==> config.mk <==
export PLATFORM = sky130hd
export DESIGN_NAME = aes_cnt_poller
export DESIGN_NICKNAME = d
export VERILOG_FILES = /design/src/rtl/aes_cnt_poller.sv
export SDC_FILE = /design/constraint.sdc
export NUM_CORES = 1
export LEC_CHECK = 0
export ABC_AREA = 1
export BUFFER_PORTS_ARGS = -buffer_cell sky130_fd_sc_hd__buf_2
export CAP_MARGIN = 20
export CORE_UTILIZATION = 51
export DETAILED_ROUTE_END_ITERATION = 10
export GPL_TIMING_DRIVEN = 0
export PLACE_DENSITY = 0.79
export SKIP_CTS_REPAIR_TIMING = 1
export SYNTH_ARGS = -nofsm -noshare
export SYNTH_HDL_FRONTEND = slang
export SYNTH_SLANG_ARGS = --single-unit
==> constraint.sdc <==
create_clock -name clk -period 2.6 [get_ports clk]
set_input_delay 0.26 -clock clk [delete_from_list [all_inputs] [get_ports clk]]
set_output_delay 0.26 -clock clk [all_outputs]
set_load 0.005 [all_outputs]
==> src/rtl/aes_cnt_poller.sv <==
// Avalon-MM master for the AES counter register block: writes MSG_WORD_CNT on
// request and reads all three word counters back as one coherent snapshot.
module aes_cnt_poller #(
  parameter logic [63:0] BASE_ADDR         = 64'h1000,
  parameter int unsigned ADDRESS_SIZE      = 32,
  parameter int unsigned REG_SIZE          = 32,
  parameter int unsigned WORD_COUNTER_SIZE = 8,
  parameter int unsigned TIMEOUT_CYCLES    = 255
) (
  input  logic                         clk,
  input  logic                         rst,
  input  logic                         start,
  input  logic                         wr_req,
  input  logic [WORD_COUNTER_SIZE-1:0] wr_data,
  output logic                         busy,
  output logic [ADDRESS_SIZE-1:0]      avm_address,
  output logic                         avm_read,
  output logic                         avm_write,
  output logic [REG_SIZE-1:0]          avm_writedata,
  input  logic                         avm_waitrequest,
  input  logic [REG_SIZE-1:0]          avm_readdata,
  input  logic                         avm_readdatavalid,
  output logic [WORD_COUNTER_SIZE-1:0] msg_cnt,
  output logic [WORD_COUNTER_SIZE-1:0] adder_cnt,
  output logic [WORD_COUNTER_SIZE-1:0] remover_cnt,
  output logic                         snap_valid,
  output logic                         mismatch,
  output logic                         range_err,
  output logic                         wr_done,
  output logic                         err_timeout
);

  localparam int unsigned CW = WORD_COUNTER_SIZE;
  localparam int unsigned TW = $clog2(TIMEOUT_CYCLES + 1);

  typedef enum logic [2:0] {IDLE, WR, RD_REQ, RD_WAIT, DONE} state_t;

  state_t                  state_q, state_d;
  logic [1:0]              idx_q, idx_d;
  logic                    pend_q, pend_d;
  logic [TW-1:0]           tcnt_q, tcnt_d;
  logic [CW-1:0]           sh0_q, sh1_q, sh2_q, sh0_d, sh1_d, sh2_d;
  logic                    tmo;

  logic                    busy_d, read_d, write_d, snap_d, mism_d, rerr_d, wr_done_d, to_d;
  logic [ADDRESS_SIZE-1:0] addr_d;
  logic [REG_SIZE-1:0]     wdata_d;
  logic [CW-1:0]           msg_d, adder_d, rem_d;

  // State, datapath and registered outputs
  always_ff @(posedge clk or posedge rst) begin
    if (rst) begin
      state_q       <= IDLE;
      idx_q         <= '0;
      pend_q        <= 1'b0;
      tcnt_q        <= '0;
      sh0_q         <= '0;
      sh1_q         <= '0;
      sh2_q         <= '0;
      busy          <= 1'b0;
      avm_address   <= '0;
      avm_read      <= 1'b0;
      avm_write     <= 1'b0;
      avm_writedata <= '0;
      msg_cnt       <= '0;
      adder_cnt     <= '0;
      remover_cnt   <= '0;
      snap_valid    <= 1'b0;
      mismatch      <= 1'b0;
      range_err     <= 1'b0;
      wr_done       <= 1'b0;
      err_timeout   <= 1'b0;
    end else begin
      state_q       <= state_d;
      idx_q         <= idx_d;
      pend_q        <= pend_d;
      tcnt_q        <= tcnt_d;
      sh0_q         <= sh0_d;
      sh1_q         <= sh1_d;
      sh2_q         <= sh2_d;
      busy          <= busy_d;
      avm_address   <= addr_d;
      avm_read      <= read_d;
      avm_write     <= write_d;
      avm_writedata <= wdata_d;
      msg_cnt       <= msg_d;
      adder_cnt     <= adder_d;
      remover_cnt   <= rem_d;
      snap_valid    <= snap_d;
      mismatch      <= mism_d;
      range_err     <= rerr_d;
      wr_done       <= wr_done_d;
      err_timeout   <= to_d;
    end
  end

  assign tmo = (tcnt_q == TW'(TIMEOUT_CYCLES - 1));

  // Next state and next registered outputs
  always_comb begin
    state_d   = state_q;
    idx_d     = idx_q;
    pend_d    = pend_q;
    tcnt_d    = tcnt_q + TW'(1);
    sh0_d     = sh0_q;
    sh1_d     = sh1_q;
    sh2_d     = sh2_q;
    wdata_d   = avm_writedata;
    msg_d     = msg_cnt;
    adder_d   = adder_cnt;
    rem_d     = remover_cnt;
    mism_d    = mismatch;
    rerr_d    = range_err;
    snap_d    = 1'b0;
    wr_done_d = 1'b0;
    to_d      = 1'b0;

    case (state_q)
      IDLE: begin
        tcnt_d = '0;
        if (wr_req) begin
          state_d = WR;
          pend_d  = start;
          wdata_d = REG_SIZE'(wr_data);
        end else if (start || pend_q) begin
          state_d = RD_REQ;
          idx_d   = 2'd0;
        end
      end
      WR: begin
        if (!avm_waitrequest) begin
          wr_done_d = 1'b1;
          wdata_d   = '0;
          tcnt_d    = '0;
          idx_d     = 2'd0;
          state_d   = pend_q ? RD_REQ : IDLE;
        end else if (tmo) begin
          to_d    = 1'b1;
          pend_d  = 1'b0;
          wdata_d = '0;
          state_d = IDLE;
        end
      end
      RD_REQ: begin
        if (!avm_waitrequest) begin
          state_d = RD_WAIT;
        end else if (tmo) begin
          to_d    = 1'b1;
          pend_d  = 1'b0;
          state_d = IDLE;
        end
      end
      RD_WAIT: begin
        if (avm_readdatavalid) begin
          case (idx_q)
            2'd0:    sh0_d = avm_readdata[CW-1:0];
            2'd1:    sh1_d = avm_readdata[CW-1:0];
            default: sh2_d = avm_readdata[CW-1:0];
          endcase
          if (avm_readdata[REG_SIZE-1:CW] != '0) rerr_d = 1'b1;
          tcnt_d = '0;
          if (idx_q == 2'd2) begin
            state_d = DONE;
          end else begin
            idx_d   = idx_q + 2'd1;
            state_d = RD_REQ;
          end
        end else if (tmo) begin
          to_d    = 1'b1;
          pend_d  = 1'b0;
          state_d = IDLE;
        end
      end
      DONE: begin
        msg_d   = sh0_q;
        adder_d = sh1_q;
        rem_d   = sh2_q;
        mism_d  = (sh1_q != sh0_q) || (sh2_q != sh0_q);
        snap_d  = 1'b1;
        pend_d  = 1'b0;
        tcnt_d  = '0;
        state_d = IDLE;
      end
      default: state_d = IDLE;
    endcase

    // Bus controls follow the state being entered so they are glitch-free flops
    busy_d  = (state_d != IDLE);
    read_d  = (state_d == RD_REQ);
    write_d = (state_d == WR);
    addr_d  = '0;
    if (state_d == WR)
      addr_d = ADDRESS_SIZE'(BASE_ADDR);
    else if (state_d == RD_REQ)
      addr_d = ADDRESS_SIZE'(BASE_ADDR) + ADDRESS_SIZE'({idx_d, 2'b00});
  end

endmodule

==> flow_metrics.py, run 1 <==
metrics = {
    "finish": {
        "area_growth_pct": 24.22,
        "finalNetCount": 715,
        "postLayoutCoreUtil_pct": 66.64,
        "stdcell_count": 770,
        "antennaDiodeCount": 0,
        "drive_above_1_share_pct": 29.79,
    },
    "placed_design": {
        "hpwlAfterDp_um": 7141,
        "preCtsSetupSlack_ps": 1012,
        "numPortBuffers": 87,
        "gp_congestion": 0.8889,
        "placed_cells": 753,
    },
    "route": {
        "drt_iter0_drc": 186,
        "wl_um": 9232,
        "viasPerCell": 4.621,
        "drt-pass1-iter-count": 5,
        "wl_per_cell_um": 11.99,
        "vias": 3558,
        "ant_nets": 0,
        "drc": 0,
    },
    "clock_network": {
        "cts.sinks": 81,
        "worst_skew_pair.late_latency_ps": 360,
        "cts_buffers": 9,
        "clk_pin_slew_ps": 90,
        "cts_tree": "built",
        "clk_path_buf_depth": 2,
        "htreeDepth": 3,
        "cts_root_buffer": "clkbuf_8",
    },
    "timing": {
        "rsz0062_at_grt": "no",
        "fin_crit_ps": 1604,
        "finalMaxSlewViolations": 0,
        "finClkSkew_ps": 15.85,
        "min_period_over_period_pct": 61.71,
        "setup_slack_ps": 995.6,
        "timing.fmax_ghz": 0.6233,
        "hold_viol": 0,
        "hold_ws_ps": 146.7,
        "setup_viol": 0,
    },
    "synthesis": {
        "synth_top_area_share_pct": 47.90,
        "synth_area_leaders": "dfrtp_1 (48%), nand2_1 (12%), buf_4 (9.4%)",
        "yosys.area.top_type": "dfrtp_1",
        "synthDistinctLibCells": 31,
        "ys_seq_elements": 81,
        "synth_area_per_cell_um2": 8.281,
        "yosysWarnings": 0,
        "syn_area_mm2": 0.004232,
        "syn-instance-count": 511,
        "yosysSeqAreaShare_pct": 47.90,
    },
    "setup_path": {
        "crit_path_end_kind": "register",
        "required_ps": 2840,
        "start_kind": "register",
        "cp_max_fo": 5,
        "critical_path_arrival_ps": 1850,
        "critical_path_class": "register to register",
    },
    "outcome": {
        "status": "completed",
    },
    "floorplan": {
        "rows": 32,
        "start_util_pct": 53.65,
        "die_area_mm2": 0.008666,
        "die_x_um": 93.09,
        "die_height_um": 93.09,
        "io-pin-count": 142,
        "coreArea_mm2": 0.007888,
    },
    "pwr": {
        "p_sw_uw": 1832,
        "seqPwrFrac_pct": 40.9,
        "leakage_uw": 0.003024,
        "switching_share_pct": 38.40,
        "clkPwrFrac_pct": 21.8,
        "power.internal_uw": 2939,
        "vdd_drop_max_mv": 0.3866,
        "power_density_mw_per_mm2": 907.7,
        "total_power_uw": 4771,
        "pwr-share-comb_pct": 37.4,
    },
    "global_route": {
        "grt_overflow": 0,
        "grt_usage_pct": 22.12,
        "grt_start_max_net_pins": 52,
        "grt_pass1_wl_um": 14630,
        "antenna_found_initial": 0,
        "grt_pass1_vias": 3297,
    },
    "hold_path": {
        "worstHoldPathType": "input port to register",
    },
    "job": {
        "drv_cap": 0,
    },
}
-- Yosys cell counts --
cell type / instances
inv_2: 5
nand2_2: 5
o211ai_1: 2
xnor2_1: 3
buf_6: 6
o21ai_4: 1
nand3_1: 18
nand3b_1: 1
buf_4: 53
nand2_1: 140
inv_1: 52
clkbuf_1: 2
nand4_1: 10
a21oi_1: 6
xor2_1: 1
o21ai_1: 15
nor2_1: 45
inv_6: 1
nor2_2: 1
o21ai_2: 11
ha_1: 6
nor4_1: 2
dfrtp_1: 81
o21ai_0: 28
conb_1: 1
buf_2: 4
nor2_4: 2
nand2_4: 4
o22ai_1: 1
a21oi_2: 1
nor3_1: 3
-- worst paths after layout --
path / startpoint / end / slack, ps / depth (start not counted)
max: tcnt_q[0] / avm_address[3] / 1000 / 11
min: wr_data[4] / avm_writedata[4] / 150 / 3
max reg2reg: tcnt_q[0] / avm_address[3] / 1000 / 11
min reg2reg: range_err / range_err / 470 / 2
max in group asynchronous: rst / sh2_q[3] / 1560 / 4
min in group asynchronous: rst / remover_cnt[6] / 440 / 3
-- cell usage in the layout, fill, tap and decap left out, types with 3 or more instances in the layout --
cell type,count
inv_2,5
o21ai_1,15
buf_4,53
buf_6,6
nand2_2,5
a21oi_1,6
nor2_1,45
o21ai_2,11
inv_1,51
buf_2,91
conb_1,53
nand2_4,4
ha_1,6
nor3_1,3
xnor2_1,3
dfrtp_1,81
nand2_1,140
nand3_1,18
nand4_1,10
clkbuf_8,10
o21ai_0,28
-- power by group through the flow --
stage	clock (uW)	sequential [uW]	combinational, uW
3_5_place_dp	0	1970	1770
3_3_place_gp	0	1950	1700
5_1_grt	1100	2000	2040
4_1_cts	1060	1950	1780
6_report	1040	1950	1780
2_1_floorplan	0	1930	1260
-- cells by family (layout without fill, tap and decap cells) --
group                      count (synthesis)  count (layout)  share of synthesized area [%]
and+or+nand+nor                          231             231                          23.33
xor gates and xnor gates                   4               4                         0.8281
DFF                                       81              81                          47.90
buffers and inverters                    123             228                          16.91
AOI/OAI and AO/OA                         65              65                          9.166
adders and majority gates                  6               6                          1.774
other                                      1              53                        0.08862
-- critical path: stages, from the launching register on --
cell     delay, ps
dfrtp_1        410
inv_1           70
ha_1           140
nand2_1         50
nor2_1         120
nand2_1        180
nand2_1        100
inv_1           40
nor2_1         100
nand2_1        110
nand2_2        110
nor2_1          60
-- stage by stage --
stage	setup TNS, ps	instance area, um2
after floorplan	0	4427
after global placement	-48690	4990
after detailed placement	0	5020
after CTS	0	5246
after global routing	0	5256
final	0	5256
-- state kept, by name, indices dropped and copies added, names as in the netlist, 2 cells and up --
name and count:
tcnt_q 8, remover_cnt 8, avm_writedata 8, sh1_q 8, idx_q 2, sh2_q 8, avm_address 3, adder_cnt 8
state_q 3, msg_cnt 8, sh0_q 8
-- area by class of cell --
cell class	instances	area (um2)
sequential	81	2027
inverter	58	225.2
buffer	65	493.0
multi-input combinational	359	1684
clock inverter	6	88.84
tap	102	127.6
fill	685	2631
timing repair buffer	89	473.0
clock buffer	10	137.6
-- per-layer routing --
metal	vias up	share of wire, %	track usage, %
li1	1804	-	-
met1	1619	43	27.01
met2	121	49	37.99
met3	14	6.0	3.659
met4	0	2.1	10.77
met5	-	0	0
Note: power is estimated with default switching activity, not from simulation.
==> run 2, diff against run 1 <==
==> constraint.sdc (replaced) <==
create_clock -name clk -period 1.5 [get_ports clk]
set_input_delay 0.15 -clock clk [delete_from_list [all_inputs] [get_ports clk]]
set_output_delay 0.15 -clock clk [all_outputs]
set_load 0.005 [all_outputs]
==> run 2 against run 1 <==
Compared with the run above:
- the run now ends with hold timing, setup timing left
- die area did not move
- register-to-register slack worse by 1000 ps
- core utilization grew 1.9 points
- first-iteration DRC count is 8.1% lower
- sequential power increased by 73%
- wire length fell by 1.0%
- power up 84%
- design area grew 2.8%
==> flow_metrics.py, run 2 (same netlist as run 1, synthesis figures left out) <==
metrics = {
    "setup_path": {
        "required_ps": 1750,
        "start_kind": "register",
        "timing.rr.end": "avm_address[12]",
        "cpPeakStageDelay_ps": 400,
        "reg2reg_depth": 11,
        "critical_path_class": "register to register",
        "crit_slowest_cell": "dfrtp_1",
        "cp_max_fo": 5,
        "critPathTopFamily": "simple AND/OR/NAND/NOR gates",
        "r2r_start": "tcnt_q[0]",
        "reg2reg_slack_ps": -5,
        "critical_path_arrival_ps": 1750,
        "crit_top_cell": "nand2_2",
        "crit_path_end_kind": "register",
        "worstPathCellList": "inv_1 -> ha_2 -> nand2_2 -> nor2_4 -> nand2_4 -> nand2_2 -> inv_2 -> nor2_2 -> nand2_2 -> nand2_4 -> nand2_1",
        "cp_num_buf_inv": 2,
    },
    "pwr": {
        "vdd_drop_max_mv": 0.7876,
        "leakage_uw": 0.003085,
        "p_sw_uw": 3256,
        "switching_share_pct": 37.05,
        "clkPwrFrac_pct": 24.0,
        "pwr-share-comb_pct": 37.7,
        "power_density_mw_per_mm2": 1626,
        "power.internal_uw": 5532,
        "seqPwrFrac_pct": 38.4,
    },
    "floorplan": {
        "die_height_um": 93.09,
        "start_util_pct": 53.65,
        "die_area_mm2": 0.008666,
        "rows": 32,
        "coreArea_mm2": 0.007888,
        "io-pin-count": 142,
        "die_x_um": 93.09,
    },
    "timing": {
        "worst_pin_slew_ps": 901.1,
        "hold_ws_ps": -38.22,
        "hold_viol": 41,
        "maxSlewHeadroom_pct": 39.80,
        "tns_ps": -4.604,
        "timing.fmax_ghz": 0.6646,
        "setup_slack_ps": -4.604,
        "fin_crit_ps": 1505,
        "finClkSkew_ps": 12.40,
        "setup_viol": 1,
        "min_period_over_period_pct": 100.3,
        "finalMaxSlewViolations": 0,
        "rsz0062_at_grt": "yes",
    },
    "placed_design": {
        "numPortBuffers": 87,
        "gp_congestion": 0.8734,
        "placed_cells": 753,
        "preCtsSetupSlack_ps": -102.2,
        "hpwlAfterDp_um": 6966,
    },
    "hold_path": {
        "worstHoldPathType": "input port to asynchronous set/reset pin",
    },
    "finish": {
        "finalNetCount": 720,
        "area_growth_pct": 27.71,
        "stdcell_count": 775,
        "antennaDiodeCount": 0,
        "final_common_cell": "nand2_1",
        "postLayoutCoreUtil_pct": 68.51,
        "final_cell_mix": "nand2_1 (132), buf_2 (91), dfrtp_1 (80)",
        "fill_cells": 665,
        "drive_above_1_share_pct": 33.73,
    },
    "clock_network": {
        "cts_buffers": 9,
        "cts_tree": "built",
        "cts_root_buffer": "clkbuf_8",
        "htreeDepth": 3,
        "clk_path_buf_depth": 2,
        "worst_skew_pair.late_latency_ps": 350,
        "cts.sinks": 81,
        "clk_pin_slew_ps": 90,
    },
    "global_route": {
        "grt_start_max_net_pins": 43,
        "antenna_found_initial": 0,
        "grt_overflow": 0,
        "grt_pass1_vias": 3169,
        "grt_pass1_wl_um": 14170,
        "grt_usage_pct": 21.24,
    },
    "route": {
        "drt_iter0_drc": 171,
        "wl_um": 9136,
        "drt-pass1-iter-count": 4,
        "ant_nets": 0,
        "drc": 0,
        "vias": 3616,
        "viasPerCell": 4.666,
        "wl_per_cell_um": 11.79,
    },
    "outcome": {
        "status": "finished, violations left",
        "violations": "hold timing, setup timing",
    },
    "job": {
        "drv_cap": 0,
    },
}
[run 2: changes by cell type in the layout (fill, tap and decap cells not counted), moves of 5 or more]
cell | before | now
buf_4 | 53 | 58
nor2_2 | 1 | 7
nand2_2 | 5 | 11
nand2_1 | 140 | 132
nor2_1 | 45 | 38
[run 2: how the worst max path moves through the flow]
stage                     cells past startpoint       from               to
after detailed placement                     11  tcnt_q[0]  avm_address[12]
after global routing                          6  tcnt_q[2]   avm_address[3]
after CTS                                    11  tcnt_q[0]  avm_address[12]
final                                        11  tcnt_q[0]  avm_address[12]
after global placement                        2        rst             busy
after floorplan                              11  tcnt_q[0]  avm_address[12]
[run 2: final cells by class]
cell class                      count  area [um2]  share of cell area (%)
Sequential cell                    81        2028                   37.53
Multi-Input combinational cell    359        1752                   32.41
Timing Repair Buffer               94       504.2                   9.331
Buffer                             65       493.0                   9.122
Inverter                           58       226.5                   4.191
Clock inverter                      7       148.9                   2.755
Tap cell                          102       127.6                   2.362
Clock buffer                        9       123.9                   2.292
[run 2: metrics by stage]
stage / instance area [um2] / total power [uW]
final: 5404 / 8788
after CTS: 5286 / 8578
after detailed placement: 5014 / 6454
after global routing: 5404 / 9444
after global placement: 4994 / 6338
after floorplan: 4431 / 5528
[run 2: power by group through the flow]
stage | registers (uW) | clock network [uW] | logic [uW]
2_1_floorplan | 3340 | 0 | 2190
3_3_place_gp | 3380 | 0 | 2960
3_5_place_dp | 3400 | 0 | 3060
4_1_cts | 3360 | 2140 | 3070
5_1_grt | 3450 | 2240 | 3750
6_report | 3370 | 2110 | 3310
[run 2: worst reg2reg max path: stages, from the launching register on]
cell and delay (ps):
dfrtp_1 400, inv_1 60, ha_2 170, nand2_2 60, nor2_4 150, nand2_4 90
nand2_2 100, inv_2 30, nor2_2 90, nand2_2 100, nand2_4 100, nand2_1 60
[run 2: routing by layer]
metal	track usage, %	wire length [um]	vias up
li1	-	-	1811
met1	27.67	3866	1649
met2	34.68	4480	143
met3	3.902	618	13
met4	9.359	170	0
met5	0	0	-
